File: src/rtl/width_adapter_pkg.sv
// Shared types and helpers for the width adapter: datapath mode selector and
// the lane-mask function used to build out_keep.
package width_adapter_pkg;

    typedef enum logic [1:0] {
        MODE_PACK     = 2'd0,
        MODE_ZERO_PAD = 2'd1,
        MODE_SIGN_EXT = 2'd2
    } mode_e;

    localparam int MAX_RATIO = 32;

    // Mask with bits 0..n set; callers truncate to their lane count.
    function automatic logic [MAX_RATIO-1:0] lane_mask(input int n);
        logic [MAX_RATIO-1:0] m;
        m = '0;
        for (int i = 0; i < MAX_RATIO; i++) m[i] = (i <= n);
        return m;
    endfunction

endpackage

File: src/rtl/width_adapter_if.sv
// Narrow-in / wide-out streaming bus of the width adapter.
interface width_adapter_if #(
    parameter int IN_W  = 8,
    parameter int RATIO = 2
);
    localparam int OUT_W = IN_W * RATIO;

    logic             in_valid;
    logic             in_ready;
    logic [IN_W-1:0]  in_data;
    logic             in_last;
    logic             out_valid;
    logic             out_ready;
    logic [OUT_W-1:0] out_data;
    logic [RATIO-1:0] out_keep;
    logic             out_last;

    modport slave (
        input  in_valid, in_data, in_last, out_ready,
        output in_ready, out_valid, out_data, out_keep, out_last
    );

    modport master (
        output in_valid, in_data, in_last, out_ready,
        input  in_ready, out_valid, out_data, out_keep, out_last
    );
endinterface

File: src/rtl/width_adapter_oreg.sv
// Single valid/ready register stage; payload only changes on a load, so it
// holds steady while the sink stalls.
module width_adapter_oreg #(
    parameter int WIDTH = 1
) (
    input  logic             clk,
    input  logic             rst,
    input  logic             in_valid,
    output logic             in_ready,
    input  logic [WIDTH-1:0] in_data,
    output logic             out_valid,
    input  logic             out_ready,
    output logic [WIDTH-1:0] out_data
);
    assign in_ready = !out_valid || out_ready;

    always_ff @(posedge clk) begin
        if (rst) begin
            out_valid <= 1'b0;
            out_data  <= '0;
        end else if (in_valid && in_ready) begin
            out_valid <= 1'b1;
            out_data  <= in_data;
        end else if (out_ready) begin
            out_valid <= 1'b0;
        end
    end
endmodule

File: src/rtl/width_adapter.sv
// Widens IN_W-bit beats to IN_W*RATIO-bit words, either packing successive
// beats little-endian or padding/sign-extending each beat on its own.
module width_adapter
    import width_adapter_pkg::*;
#(
    parameter int    IN_W  = 8,
    parameter int    RATIO = 2,
    parameter mode_e MODE  = MODE_PACK
) (
    input logic            clk,
    input logic            rst,
    width_adapter_if.slave bus
);
    localparam int OUT_W = IN_W * RATIO;

    typedef struct packed {
        logic [OUT_W-1:0] data;
        logic [RATIO-1:0] keep;
        logic             last;
    } word_t;

    word_t w_word, o_word;
    logic  w_final;
    logic  in_ready;

    assign bus.in_ready = in_ready;

    if (IN_W < 1 || RATIO < 1 || RATIO > MAX_RATIO) begin : g_bad_param
        $error("width_adapter: illegal IN_W/RATIO");
    end

    if (MODE == MODE_PACK && RATIO > 1) begin : g_pack
        localparam int             CW        = $clog2(RATIO);
        localparam logic [CW-1:0]  LAST_LANE = CW'(RATIO - 1);

        logic [CW-1:0]                cnt;
        logic [RATIO-2:0][IN_W-1:0]   acc;
        logic                         beat_fire;

        assign beat_fire = bus.in_valid && in_ready;
        assign w_final   = (cnt == LAST_LANE) || bus.in_last;

        // Lanes past cnt are already zero in acc, so unfilled lanes come out zero.
        always_comb begin
            w_word.data = '0;
            for (int i = 0; i < RATIO - 1; i++)
                w_word.data[i*IN_W +: IN_W] = (cnt == CW'(i)) ? bus.in_data : acc[i];
            w_word.data[(RATIO-1)*IN_W +: IN_W] = (cnt == LAST_LANE) ? bus.in_data : '0;
            w_word.keep = RATIO'(lane_mask(int'(cnt)));
            w_word.last = bus.in_last;
        end

        always_ff @(posedge clk) begin
            if (rst) begin
                cnt <= '0;
                acc <= '0;
            end else if (beat_fire) begin
                if (w_final) begin
                    cnt <= '0;
                    acc <= '0;
                end else begin
                    for (int i = 0; i < RATIO - 1; i++)
                        if (cnt == CW'(i)) acc[i] <= bus.in_data;
                    cnt <= cnt + 1'b1;
                end
            end
        end
    end else if (MODE == MODE_PACK || MODE == MODE_ZERO_PAD || MODE == MODE_SIGN_EXT) begin : g_pad
        // RATIO==1 packing degenerates to this pass-through as well.
        assign w_final = 1'b1;

        always_comb begin
            w_word.data            = '0;
            w_word.data[IN_W-1:0]  = bus.in_data;
            if (MODE == MODE_SIGN_EXT)
                for (int i = IN_W; i < OUT_W; i++) w_word.data[i] = bus.in_data[IN_W-1];
            w_word.keep = '1;
            w_word.last = bus.in_last;
        end
    end else begin : g_bad_mode
        $error("width_adapter: unknown MODE");
    end

    width_adapter_oreg #(.WIDTH($bits(word_t))) u_oreg (
        .clk      (clk),
        .rst      (rst),
        .in_valid (bus.in_valid && w_final),
        .in_ready (in_ready),
        .in_data  (w_word),
        .out_valid(bus.out_valid),
        .out_ready(bus.out_ready),
        .out_data (o_word)
    );

    assign bus.out_data = o_word.data;
    assign bus.out_keep = o_word.keep;
    assign bus.out_last = o_word.last;
endmodule
File: src/flat_wrapper.sv
// flat-port wrapper written by rule: the top's interface ports become plain ports
module width_adapter_flat import width_adapter_pkg::*;
#(
    parameter int    IN_W  = 8,
    parameter int    RATIO = 2,
    parameter mode_e MODE  = MODE_PACK
)
  (clk, rst, bus_in_valid, bus_in_data, bus_in_last, bus_out_ready, bus_in_ready, bus_out_valid, bus_out_data, bus_out_keep, bus_out_last);
  width_adapter_if #(.IN_W(IN_W), .RATIO(RATIO)) bus_i ();
  input logic clk;
  input logic rst;
  input wire logic [$bits(bus_i.in_valid)-1:0] bus_in_valid;
  input wire logic [$bits(bus_i.in_data)-1:0] bus_in_data;
  input wire logic [$bits(bus_i.in_last)-1:0] bus_in_last;
  input wire logic [$bits(bus_i.out_ready)-1:0] bus_out_ready;
  output wire logic [$bits(bus_i.in_ready)-1:0] bus_in_ready;
  output wire logic [$bits(bus_i.out_valid)-1:0] bus_out_valid;
  output wire logic [$bits(bus_i.out_data)-1:0] bus_out_data;
  output wire logic [$bits(bus_i.out_keep)-1:0] bus_out_keep;
  output wire logic [$bits(bus_i.out_last)-1:0] bus_out_last;
  assign bus_i.in_valid = bus_in_valid;
  assign bus_i.in_data = bus_in_data;
  assign bus_i.in_last = bus_in_last;
  assign bus_i.out_ready = bus_out_ready;
  assign bus_in_ready = bus_i.in_ready;
  assign bus_out_valid = bus_i.out_valid;
  assign bus_out_data = bus_i.out_data;
  assign bus_out_keep = bus_i.out_keep;
  assign bus_out_last = bus_i.out_last;
  width_adapter #(.IN_W(IN_W), .RATIO(RATIO), .MODE(MODE)) u_core (.clk(clk), .rst(rst), .bus(bus_i));
endmodule
File: config.mk
export PLATFORM = sky130hd
export DESIGN_NAME = width_adapter_flat
export DESIGN_NICKNAME = d
export VERILOG_FILES = /design/src/rtl/width_adapter_pkg.sv /design/src/rtl/width_adapter_if.sv /design/src/rtl/width_adapter_oreg.sv /design/src/rtl/width_adapter.sv /design/src/flat_wrapper.sv
export SDC_FILE = /design/constraint.sdc
export NUM_CORES = 1
export LEC_CHECK = 0
export ABC_AREA = 1
export CAP_MARGIN = 10
export CORE_MARGIN = 8
export CORE_UTILIZATION = 40
export CTS_BUF_LIST = sky130_fd_sc_hd__clkbuf_8
export DETAILED_ROUTE_END_ITERATION = 8
export GPL_ROUTABILITY_DRIVEN = 0
export PLACE_DENSITY = 0.71
export SLEW_MARGIN = 15
export SYNTH_ARGS = -nofsm -noshare
export SYNTH_HDL_FRONTEND = slang
export SYNTH_SLANG_ARGS = --single-unit
export TNS_END_PERCENT = 20
File: constraint.sdc
create_clock -name clk -period 2.7 [get_ports clk]
set_clock_uncertainty 0.1 [all_clocks]
set_input_delay 0.81 -clock clk [delete_from_list [all_inputs] [get_ports clk]]
set_output_delay 0.81 -clock clk [all_outputs]
set_load 0.05 [all_outputs]
## After elaboration in Yosys (flattened, before gate mapping)

Index checks and enable logic that the tools add are counted.

| word-level totals | value |
|---|---|
| input port bits | 13 |
| logic and storage cells | 19 |
| output and inout port bits | 21 |
| register bits after elaboration | 29 |

| cells by class | value |
|---|---|
| mux-type cells | 6 |
| order comparisons | 1 |
| $add $sub $neg | 1 |
| reduce and logical (&&, ||, !) cells | 7 |

Operator list:

| kind | count |
|---|---|
| $mux W8 | 3 |
| $logic_and A1 B1 Y1 | 3 |
| $mux W1 | 3 |
| $logic_or A1 B1 Y1 | 2 |
| $reduce_bool A2 Y1 | 1 |
| $add A1 B1 Y1 const B | 1 |
| $le A1 B1 Y1 const A | 1 |
| $logic_not A1 Y1 | 1 |

## Depth between registers and ports, before layout

Gate-level depths: netlist of the first run.

| logic depth | value |
|---|---|
| depth after elaboration | 4 |
| gate-level depth with buffers | 8 |

## Hierarchy

A second synthesis of the first run with hierarchy kept.

| second synthesis, totals | value |
|---|---|
| cells, all modules | 214 |
| area total of the unflattened synthesis | 1402.6 um2 |

Modules (own cells, without submodules):

| module | area each (um2) | times used | cells an instance |
|---|---|---|---|
| width_adapter_oreg | 878.3 | 1 | 129 |
| width_adapter | 524.3 | 1 | 85 |

## Worst setup path after synthesis of the first run

No wires, ideal clock.

| path | value |
|---|---|
| path kind | input to output |
| start | input port bus_out_ready |
| end | output port bus_in_ready |
| data required time | 1.790 ns |
| setup slack | 0.528 ns |
| arrival time | 1.262 ns |
| stages | 2 |
| buffers on the path | 0 |
| cell sequence | inv_1 -> nand2_1 |

| between the ends | value |
|---|---|
| cells in the longest elaborated chain, start to end | 1 |

Ends and longest elaborated chain:

| element | RTL line | text |
|---|---|---|
| from (decl) | flat_wrapper.sv:15 | `input wire logic [$bits(bus_i.out_ready)-1:0] bus_out_ready;` |
| $logic_or A1 B1 Y1 | width_adapter_oreg.sv:15 | `assign in_ready = !out_valid \|\| out_ready;` |
| to (decl) | flat_wrapper.sv:16 | `output wire logic [$bits(bus_i.in_ready)-1:0] bus_in_ready;` |

No other way between the ends.

## Worst setup path after layout of the first run

Ends and elaborated chain as after synthesis.

==> impl_results.md, run 1 <==
- Worst Path Required: 1.79 ns
- CTS Sinks: 29
- Most common cell in the synthesized netlist: nand2_1
- CP Buf/Inv Count: 3
- Final net count: 270
- Synth cell count leaders: nand2_1, inv_1, dfxtp_1
- Met2 routed wirelength: 1.55 mm
- Met1 WL: 1.57 mm
- Final setup vio count: 0
- Post-synth top area share: 41.0%
- Hold Crit Class: reg2reg
- Crit. End Element: primary output
- Critical path's top delay family: buffers and inverters
- Antenna viol nets, final: 0
- Post-synth EDFFs: 0
- CTS tree: done
- Cell taking the most area after synthesis: dfxtp_1
- CP cell instances: clkdlybuf4s50_1 > inv_1 > nand2_1 > buf_12
- Worst-case clock buffer depth: 2
- Prevailing post-synth register cell: dfxtp_1
- CP Class: in2out
- RSZ-0062 raised after global routing: no
- Post_cts resized: 0
- CTS Hold Bufs: 0
- Status: complete, no violations
- Max_cap viols: 0
- First-pass iteration count of the detailed router: 4
- Max incr delay on CP: 0.45 ns
- Synth cell types: 17
- Vias post-DR: 1358
- Clock Tree Root: clkbuf_8
- Post-route minimum period: 2.52 ns
- Die width: 75.5 µm
- Post-synthesis sequential area ratio: 41.0%
- Crit-path max FO: 2
- Share of cells above drive strength 1: 8.53%
- Ant diodes: 0
- Tcrit/Tclk final: 93.4%
- Ys Warns: 0
- WL met3: 163 µm
- Endpoints failing hold: 0
- Clock share of power: 31.7%
- Post-Syn Instances: 219
- FFs w/ async S/R, synth: 0%
- Critical path launch point type: input pin
- First-pass GRT wire length: 5.88 mm
- CP max stage cell: clkdlybuf4s50_1
- Fmax achieved: 396 MHz
- Layout area overhead: 32.8%
- Setup tns final: 0 ns
- Flop pwr share: 43.8%
- Top post-synthesis cells by area: dfxtp_1, nand2_1, inv_1
- H-tree Lvls: 2
- Port bufs: 33
- Worst hold slack: 0.364 ns
- Total GRT Usage: 13.5%
- Final Max Slew Viols: 0
- Comb pwr share: 24.5%
- Row cnt: 21
- Net Switching: 0.347 mW
- Ports: 34
- Layout Utilization: 55.9%
- Total wire length: 3.33 mm
- Number of global-route vias before repair: 1345
- Largest net degree at the start of global routing: 20
- Die area: 0.00570 mm²
- Top Metal Used: met4
- Leakage Power: 0.918 nW
- Post-synthesis cell area: 0.00142 mm²
- Post-synth net total: 232
- Yosys reg bits: 29
- Post-CTS setup repair buffer count: 0
- Worst ir drop on vdd: 275 µV
- Die Span Y: 75.5 µm
- Wire per inst: 11.0 µm
- Worst slew pin tran: 0.529 ns
- Critical path arrival: 1.61 ns
- Clock slew at reported path FFs: 0.06 ns
- Max-slew headroom: 64.5%
- CORE AREA: 0.00336 mm²
- DR vias/cell: 4.47
- Initial antenna violation count: 0
- Number of DRC markers in iteration 0: 97
- Remaining DRCs: 0
- Num CTS Buffers: 5
- DP HPWL: 2.41 mm
- Remaining Overflow, GRT: 0
- PwrDens: 567 mW/mm²
- Cell internal pwr: 0.718 mW
- Clock Latency Late Sink: 0.28 ns
- Synthesized area per cell: 6.46 µm²
- Initial Util: 42.1%
- Sw frac: 32.6%
per-stage QoR:
step | cells | instance area (µm²) | power, mW | worst slack, ns
6_report | 304 | 1880 | 1.06 | 0.178
5_1_grt | 304 | 1880 | 1.12 | 0.150
4_1_cts | 304 | 1880 | 1.08 | 0.175
3_5_place_dp | 296 | 1800 | 0.738 | 0.179
3_3_place_gp | 296 | 1800 | 0.735 | 0.187
2_1_floorplan | 219 | 1420 | 0.653 | 0.528
layer usage:
metal	track usage (%)	up-vias
li1	-	731
met1	15.7	592
met2	22.1	28
met3	5.00	7
met4	5.12	0
met5	0	-
path summary, 6_finish.rpt:
kind                              start                    endpoint  slack, ns  cells after the start
min reg2reg  u_core.u_oreg.out_data[15]  u_core.u_oreg.out_data[15]       0.36                      2
min          u_core.u_oreg.out_data[15]  u_core.u_oreg.out_data[15]       0.36                      2
max                       bus_out_ready                bus_in_ready       0.18                      4
max reg2reg           u_core.g_pack.cnt   u_core.u_oreg.out_data[6]       1.31                      7
registers in the layout, indices dropped and copies added, names as in the netlist:
| register | count |
|---|---|
| u_core.g_pack.acc | 8 |
| u_core.g_pack.cnt | 1 |
| u_core.u_oreg.out_valid | 1 |
| u_core.u_oreg.out_data | 19 |
worst register-to-register path, cell delays in order (launching register included):
cell	delay [ns]
dfxtp_1	0.30
buf_4	0.20
nor2_8	0.17
inv_2	0.12
nand2_4	0.22
nand2_1	0.08
inv_1	0.06
nor2_1	0.04
cells by family (layout without fill, tap and decap cells):
kind of cell           after synthesis  in the layout  share of synthesized area [%]
and+or+nand+nor                    131            131                           38.9
buffers and inverters               46             85                           14.1
AOI/OAI and AO/OA                   13             13                           5.92
DFF                                 29             29                           41.0
power groups by stage:
stage                     sequential [mW]  combinational, mW  clock [mW]
after global routing                0.469              0.287       0.369
after CTS                           0.466              0.263       0.349
after global placement              0.474              0.261           0
after detailed placement            0.475              0.263           0
final                               0.466              0.261       0.338
after floorplan                     0.539              0.114           0
final cells by class:
type | instances | area [µm²]
inverter | 39 | 146
clock inverter | 3 | 13.8
clock buffer | 5 | 68.8
fill | 336 | 1480
sequential | 29 | 581
multi-input combinational | 144 | 634
timing repair buffer | 38 | 378
tap | 46 | 57.6
layout by cell type (no fill, tap or decap), types with 2 or more instances in the layout:
cell type	synthesis	routed
a21oi_1	10	10
a21oi_2	2	2
buf_4	1	5
clkbuf_8	0	5
clkdlybuf4s50_1	0	32
clkinv_2	0	2
dfxtp_1	29	29
inv_1	35	36
inv_2	3	3
nand2_1	94	94
nand3_1	26	26
nor2_1	8	8
(Power assumes the default switching activity.)
==> inputs of run 2 (changes only) <==
--- a/config.mk
+++ b/config.mk
@@ -13,7 +13,6 @@
 export DETAILED_ROUTE_END_ITERATION = 8
 export GPL_ROUTABILITY_DRIVEN = 0
 export PLACE_DENSITY = 0.71
-export SLEW_MARGIN = 15
 export SYNTH_ARGS = -nofsm -noshare
 export SYNTH_HDL_FRONTEND = slang
 export SYNTH_SLANG_ARGS = --single-unit
==> results of run 2 <==
Final layout, timing and power as in run 1 (identical DEF).
